File: config.mk
export PLATFORM = sky130hd
export DESIGN_NAME = scr1_mem_arb2
export DESIGN_NICKNAME = d
export VERILOG_FILES = /design/src/rtl/scr1_mem_arb2_pkg.sv /design/src/rtl/scr1_arb_tag_fifo.sv /design/src/rtl/scr1_mem_arb2.sv
export SDC_FILE = /design/constraint.sdc
export NUM_CORES = 1
export LEC_CHECK = 0
export ABC_AREA = 1
export BUFFER_PORTS_ARGS = -buffer_cell sky130_fd_sc_hd__buf_2
export CAP_MARGIN = 20
export CORE_AREA = 2 2 121 123
export DETAILED_ROUTE_END_ITERATION = 10
export DIE_AREA = 0 0 123 125
export PLACE_DENSITY = 0.61
export SLEW_MARGIN = 20
export SYNTH_ARGS = -nofsm -noshare
export SYNTH_HDL_FRONTEND = slang
export SYNTH_HIERARCHICAL = 1
export SYNTH_SLANG_ARGS = --single-unit
File: constraint.sdc
create_clock -name clk -period 1.7 [get_ports clk]
set_clock_uncertainty 0.15 [all_clocks]
set_input_delay 0.17 -clock clk [delete_from_list [all_inputs] [get_ports clk]]
set_output_delay 0.17 -clock clk [all_outputs]
set_load 0.05 [all_outputs]
File: src/rtl/scr1_mem_arb2_pkg.sv
// Memory-interface types shared by the IMEM/DMEM arbiter and its tag FIFO.
package scr1_mem_arb2_pkg;

    typedef enum logic {
        SCR1_MEM_CMD_RD = 1'b0,
        SCR1_MEM_CMD_WR = 1'b1
    } type_scr1_mem_cmd_e;

    typedef enum logic [1:0] {
        SCR1_MEM_WIDTH_BYTE  = 2'b00,
        SCR1_MEM_WIDTH_HWORD = 2'b01,
        SCR1_MEM_WIDTH_WORD  = 2'b10,
        SCR1_MEM_WIDTH_ERROR = 2'b11
    } type_scr1_mem_width_e;

    typedef enum logic [1:0] {
        SCR1_MEM_RESP_NOTRDY = 2'b00,
        SCR1_MEM_RESP_RDY_OK = 2'b01,
        SCR1_MEM_RESP_RDY_ER = 2'b10
    } type_scr1_mem_resp_e;

endpackage : scr1_mem_arb2_pkg

File: src/rtl/scr1_arb_tag_fifo.sv
// In-order FIFO of 1-bit requester IDs; dout is meaningful only while not empty.
module scr1_arb_tag_fifo #(
    parameter int unsigned DEPTH = 2
) (
    input  logic clk,
    input  logic rst_n,
    input  logic push_i,
    input  logic pop_i,
    input  logic din_i,
    output logic dout_o,
    output logic full_o,
    output logic empty_o
);
    localparam int unsigned PW = $clog2(DEPTH);
    localparam int unsigned CW = PW + 1;

    logic [DEPTH-1:0] mem_q;
    logic [PW-1:0]    wptr_q;
    logic [PW-1:0]    rptr_q;
    logic [CW-1:0]    cnt_q;
    logic             push_ok;
    logic             pop_ok;

    assign full_o  = (cnt_q == CW'(DEPTH));
    assign empty_o = (cnt_q == '0);
    assign push_ok = push_i & ~full_o;
    assign pop_ok  = pop_i & ~empty_o;
    assign dout_o  = mem_q[rptr_q];

    // Pointers wrap naturally because DEPTH is a power of two.
    always_ff @(posedge clk or negedge rst_n) begin
        if (!rst_n) begin
            wptr_q <= '0;
            rptr_q <= '0;
            cnt_q  <= '0;
        end else begin
            if (push_ok) wptr_q <= wptr_q + PW'(1);
            if (pop_ok)  rptr_q <= rptr_q + PW'(1);
            case ({push_ok, pop_ok})
                2'b10:   cnt_q <= cnt_q + CW'(1);
                2'b01:   cnt_q <= cnt_q - CW'(1);
                default: cnt_q <= cnt_q;
            endcase
        end
    end

    always_ff @(posedge clk) begin
        if (push_ok) mem_q[wptr_q] <= din_i;
    end

endmodule : scr1_arb_tag_fifo

File: src/rtl/scr1_mem_arb2.sv
// Round-robin arbiter sharing one memory port between fetch (p0) and load/store (p1);
// responses are returned in order and routed by a tag FIFO of requester IDs.
module scr1_mem_arb2
    import scr1_mem_arb2_pkg::*;
#(
    parameter int unsigned SCR1_ADDR_WIDTH = 32,
    parameter int unsigned SCR1_ARB_OUTST  = 2
) (
    input  logic                       clk,
    input  logic                       rst_n,

    input  logic                       p0_req_i,
    output logic                       p0_req_ack_o,
    input  type_scr1_mem_cmd_e         p0_cmd_i,
    input  type_scr1_mem_width_e       p0_width_i,
    input  logic [SCR1_ADDR_WIDTH-1:0] p0_addr_i,
    input  logic [31:0]                p0_wdata_i,
    output logic [31:0]                p0_rdata_o,
    output type_scr1_mem_resp_e        p0_resp_o,

    input  logic                       p1_req_i,
    output logic                       p1_req_ack_o,
    input  type_scr1_mem_cmd_e         p1_cmd_i,
    input  type_scr1_mem_width_e       p1_width_i,
    input  logic [SCR1_ADDR_WIDTH-1:0] p1_addr_i,
    input  logic [31:0]                p1_wdata_i,
    output logic [31:0]                p1_rdata_o,
    output type_scr1_mem_resp_e        p1_resp_o,

    output logic                       mem_req_o,
    input  logic                       mem_req_ack_i,
    output type_scr1_mem_cmd_e         mem_cmd_o,
    output type_scr1_mem_width_e       mem_width_o,
    output logic [SCR1_ADDR_WIDTH-1:0] mem_addr_o,
    output logic [31:0]                mem_wdata_o,
    input  logic [31:0]                mem_rdata_i,
    input  type_scr1_mem_resp_e        mem_resp_i,
    input  logic                       mem_idle_i,
    output logic                       arb_idle_o
);
    logic [1:0] req;
    logic       win_vld;
    logic       win_id;
    logic       accept;
    logic       resp_vld;
    logic       pop;
    logic       fifo_full;
    logic       fifo_empty;
    logic       fifo_dout;

    logic       last_grant_q, last_grant_d;
    logic       lock_vld_q,   lock_vld_d;
    logic       lock_id_q,    lock_id_d;

    assign req = {p1_req_i, p0_req_i};

    // A lock only applies while the locked port still requests; otherwise fall back to round-robin.
    always_comb begin
        win_vld = |req;
        win_id  = 1'b0;
        if (lock_vld_q && req[lock_id_q]) begin
            win_id = lock_id_q;
        end else if (&req) begin
            win_id = ~last_grant_q;
        end else begin
            win_id = req[1];
        end
    end

    assign mem_req_o    = win_vld & ~fifo_full;
    assign accept       = mem_req_o & mem_req_ack_i;
    assign p0_req_ack_o = mem_req_ack_i & win_vld & (win_id == 1'b0) & ~fifo_full;
    assign p1_req_ack_o = mem_req_ack_i & win_vld & (win_id == 1'b1) & ~fifo_full;

    always_comb begin
        mem_cmd_o   = SCR1_MEM_CMD_RD;
        mem_width_o = SCR1_MEM_WIDTH_BYTE;
        mem_addr_o  = '0;
        mem_wdata_o = '0;
        if (win_vld) begin
            if (win_id) begin
                mem_cmd_o   = p1_cmd_i;
                mem_width_o = p1_width_i;
                mem_addr_o  = p1_addr_i;
                mem_wdata_o = p1_wdata_i;
            end else begin
                mem_cmd_o   = p0_cmd_i;
                mem_width_o = p0_width_i;
                mem_addr_o  = p0_addr_i;
                mem_wdata_o = p0_wdata_i;
            end
        end
    end

    always_comb begin
        last_grant_d = last_grant_q;
        lock_vld_d   = mem_req_o & ~mem_req_ack_i;
        lock_id_d    = lock_id_q;
        if (accept)     last_grant_d = win_id;
        if (lock_vld_d) lock_id_d    = win_id;
    end

    always_ff @(posedge clk or negedge rst_n) begin
        if (!rst_n) begin
            last_grant_q <= 1'b1;
            lock_vld_q   <= 1'b0;
            lock_id_q    <= 1'b0;
        end else begin
            last_grant_q <= last_grant_d;
            lock_vld_q   <= lock_vld_d;
            lock_id_q    <= lock_id_d;
        end
    end

    scr1_arb_tag_fifo #(
        .DEPTH (SCR1_ARB_OUTST)
    ) i_tag_fifo (
        .clk     (clk),
        .rst_n   (rst_n),
        .push_i  (accept),
        .pop_i   (pop),
        .din_i   (win_id),
        .dout_o  (fifo_dout),
        .full_o  (fifo_full),
        .empty_o (fifo_empty)
    );

    // A response with no outstanding tag is dropped rather than misrouted.
    assign resp_vld   = (mem_resp_i != SCR1_MEM_RESP_NOTRDY);
    assign pop        = resp_vld & ~fifo_empty;
    assign p0_resp_o  = (pop && !fifo_dout) ? mem_resp_i  : SCR1_MEM_RESP_NOTRDY;
    assign p0_rdata_o = (pop && !fifo_dout) ? mem_rdata_i : 32'h0;
    assign p1_resp_o  = (pop &&  fifo_dout) ? mem_resp_i  : SCR1_MEM_RESP_NOTRDY;
    assign p1_rdata_o = (pop &&  fifo_dout) ? mem_rdata_i : 32'h0;
    assign arb_idle_o = fifo_empty & mem_idle_i;

    always_ff @(posedge clk) begin
        if (rst_n) begin
            assert (!(resp_vld && fifo_empty))
                else $warning("scr1_mem_arb2: response received with no outstanding request");
        end
    end

endmodule : scr1_mem_arb2
==> flow_metrics.py <==
metrics = {
    "die": {
        "core_area_um2": 14200,
        "io_pins": 313,
        "die_w_um": 123,
        "row_count": 44,
        "start_util": 0.172,
        "dieArea_um2": 15400,
        "die_h_um": 125,
    },
    "clock_network": {
        "root_buffer": "clkbuf_16",
        "clk_pin_slew_ns": 0.04,
        "tritoncts": "built",
        "cts_buffer_depth": 2,
        "ctsHtreeMaxLevel": 1,
        "cts_sinks": 9,
        "clkLatencyLatePin_ns": 0.23,
        "cts_made_buffers": 3,
    },
    "yosys": {
        "synth_top_cell_by_area": "nand2_1",
        "synth_area_um2": 2440,
        "synth-xor-area-share": 0.00359,
        "synth_top_area_frac": 0.240,
        "syn_inst": 541,
        "yosys.area_share.adder": 0.00513,
        "synth_compound_area_frac": 0.00718,
        "muxShareOfSynthArea": 0,
        "ys_warn_count": 6,
        "synth_simple_gate_area_frac": 0.631,
        "synth_async_sr_flop_share": 0.778,
        "syn-num-nets": 716,
        "synth_edf_count": 2,
        "ys_seq_area_frac": 0.0969,
        "synth_cell_types": 23,
        "synth_top_family_by_area": "simple AND/OR/NAND/NOR gates",
        "ys_ff_latch": 9,
        "avgSynthCellArea_um2": 4.51,
        "yosys-top-cells-area": "nand2_1 24%, nor2_1 21%, inv_1 18%, nand3_1 15%, dfrtp_1 6.2%",
        "ys.flop_type": "dfrtp_1",
    },
    "routing": {
        "routedWlPerCell_um": 15.7,
        "first_pass_iters": 4,
        "drt_iter0_drc": 122,
        "vias_per_cell": 4.35,
        "finalWirelength_mm": 16.7,
        "dr_total_vias": 4632,
        "drtAntennaViolNets": 0,
        "drc": 0,
    },
    "power": {
        "power.density_nw_per_um2": 1370,
        "power_leakage_uw": 0.00407,
        "ir_worst_vdd_v": 0.000548,
    },
    "worst_setup_path": {
        "crit_chain": "inv_2, nand2_2, nand3_4, nand2_8, buf_12, clkbuf_16, nand2_2, nand2_2, buf_8",
        "path_class": "flip-flop to output port",
        "critPathSlowestCell": "dfstp_2",
        "critical_path.max_stage_delay_ns": 0.53,
        "cp_common_cell": "nand2_2",
        "arrival_ns": 1.68,
        "cp.buffers_inverters": 4,
        "crit_required_ns": 1.38,
        "crit_path_end_kind": "output port",
        "crit_family": "flip-flops",
        "start_kind": "flip-flop",
        "worst-path-max-fanout": 8,
    },
    "run_status": {
        "status": "finished, violations left",
        "violations": "negative hold slack, negative setup slack",
    },
    "global_route": {
        "grt_pass1_vias": 4553,
        "antenna_found_initial": 1,
        "grtUsageTotal": 0.188,
        "grt_max_degree": 46,
        "gr-total-overflow": 0,
        "grt_first_pass_wirelength_mm": 23.0,
    },
    "sta": {
        "setup_slack_ns": -0.300,
        "hold_violations": 1,
        "slew_headroom": 0.780,
        "rsz0062_at_grt": "yes",
        "max_freq_ghz": 0.500,
        "drv_slew": 0,
        "whs_ns": -0.000243,
        "setup_viol": 138,
        "min_period_ns": 2.00,
        "setup_tns_ns": -32.80,
        "worst_pin_slew_ns": 0.329,
        "fin_crit_sh": 1.18,
    },
    "place": {
        "hpwlAfterDp_mm": 9.80,
        "placed_area_um2": 4840,
        "numPortBuffers": 312,
        "place.gp.congestion": 0.792,
    },
    "hold_path": {
        "holdCritPathClass": "primary input to flip-flop",
    },
    "finish": {
        "nets": 1056,
        "diodes": 0,
        "finalInstanceArea_um2": 7460,
        "layout-drive-gt1-share": 0.667,
        "synthToLayoutAreaGrowth_pct": 206,
    },
    "flow_run": {
        "drv_cap": 0,
    },
}
## through the flow
stage / worst slack [ns] / util / instances / total power, uW
finish: -0.300 / 0.525 / 1064 / 10200
global route: -0.359 / 0.525 / 1064 / 10700
CTS: -0.279 / 0.473 / 1059 / 9370
detailed placement: -0.153 / 0.341 / 1032 / 6330
global placement: -0.104 / 0.341 / 1032 / 6320
floorplan: -0.218 / - / 541 / 4660
## worst reg2reg max path: stages (launching register included)
cell and delay [ns]:
dfrtp_1 0.35, inv_2 0.05, nand2_2 0.07, inv_2 0.05
a21oi_4 0.18, buf_6 0.13, buf_6 0.09, nand2_4 0.05
inv_2 0.05, ha_4 0.19, inv_2 0.06, nand3_2 0.06
nand2_1 0.06, nand2_1 0.04
## state kept, by name (all words and copies together), names as in the netlist
name               flops
i_tag_fifo/rptr_q      1
i_tag_fifo/mem_q       2
i_tag_fifo/cnt_q       2
lock_vld_q             1
last_grant_q           1
lock_id_q              1
i_tag_fifo/wptr_q      1
## layer usage
metal | up-vias | track usage | share of wire | wire length, um
li1 | 2252 | - | - | -
met3 | 34 | 0.0301 | 0.075 | 1250
met5 | - | 0 | 0 | 0
met2 | 232 | 0.383 | 0.55 | 9100
met4 | 0 | 0.0408 | 0.031 | 521
met1 | 2114 | 0.195 | 0.35 | 5810
## logic make-up after synthesis
logic type / Yosys count
AO/OA/AOI/OAI: 2
adder cells (fa/ha/maj): 1
AND/OR/NAND/NOR: 375
XOR/XNOR: 1
flip-flops: 9
buffers and inverters: 153
## Yosys cell counts (2+ instances only)
library cell / number
buf_6: 2
nor2_1: 137
dfrtp_1: 6
buf_1: 3
nand3_1: 72
nand2_1: 156
buf_4: 3
nor3_2: 2
buf_2: 20
edfxtp_1: 2
nor2_2: 2
clkbuf_1: 7
nand2_2: 3
inv_1: 117
## area by class of cell
type / count / area (um2)
inverters: 118 / 443
multi-input cells: 379 / 2740
repair buffers: 370 / 3730
well taps: 184 / 230
fillers: 1218 / 6750
flip-flops and latches: 9 / 236
clock buffers: 4 / 78.8
## final timing paths
| check | start | endpoint | slack (ns) | cells past startpoint |
|---|---|---|---|---|
| setup reg to reg | i_tag_fifo/cnt_q[1] | i_tag_fifo/cnt_q[1] | -0.01 | 13 |
| setup / recovery | last_grant_q | mem_wdata_o[10] | -0.30 | 9 |
| min in group asynchronous | rst_n | lock_vld_q | 0.16 | 2 |
| hold reg to reg | last_grant_q | last_grant_q | 0.32 | 2 |
| max in group asynchronous | rst_n | last_grant_q | 1.01 | 2 |
| hold / removal | mem_req_ack_i | lock_vld_q | -0.0002 | 2 |
## repair_timing
action / CTS / global route
buffers inserted: 10 / 2
gates resized for setup: 392 / 160
pin swaps: 6 / 18
hold buffers: 1 / 0
endpoints found under the setup margin: 141 / 141
hold endpoints to repair: 7 / 0
cloned: 13 / 5
## power by group
group	leakage (uW)	switching [uW]	internal, uW	total (uW)
registers	0.000102	47.9	321	369
logic	0.00393	5550	3880	9430
clock network	0.0000382	95.7	313	409
## layout by cell type (no fill, tap or decap), types with 2 or more instances in the layout
cell type | synthesis | routed
clkbuf_16 | 0 | 8
buf_4 | 3 | 34
buf_8 | 0 | 85
dfrtp_1 | 6 | 6
inv_1 | 117 | 112
nor2_4 | 1 | 71
nand2_4 | 0 | 44
nand3_2 | 1 | 18
nand2_8 | 0 | 2
edfxtp_1 | 2 | 2
buf_12 | 0 | 18
nand3_1 | 72 | 54
buf_6 | 2 | 39
inv_2 | 1 | 6
buf_2 | 20 | 173
nor3_2 | 2 | 2
buf_16 | 0 | 13
nand2_1 | 156 | 47
nand2_2 | 3 | 66
nor2_1 | 137 | 68
(Power assumes the default switching activity.)
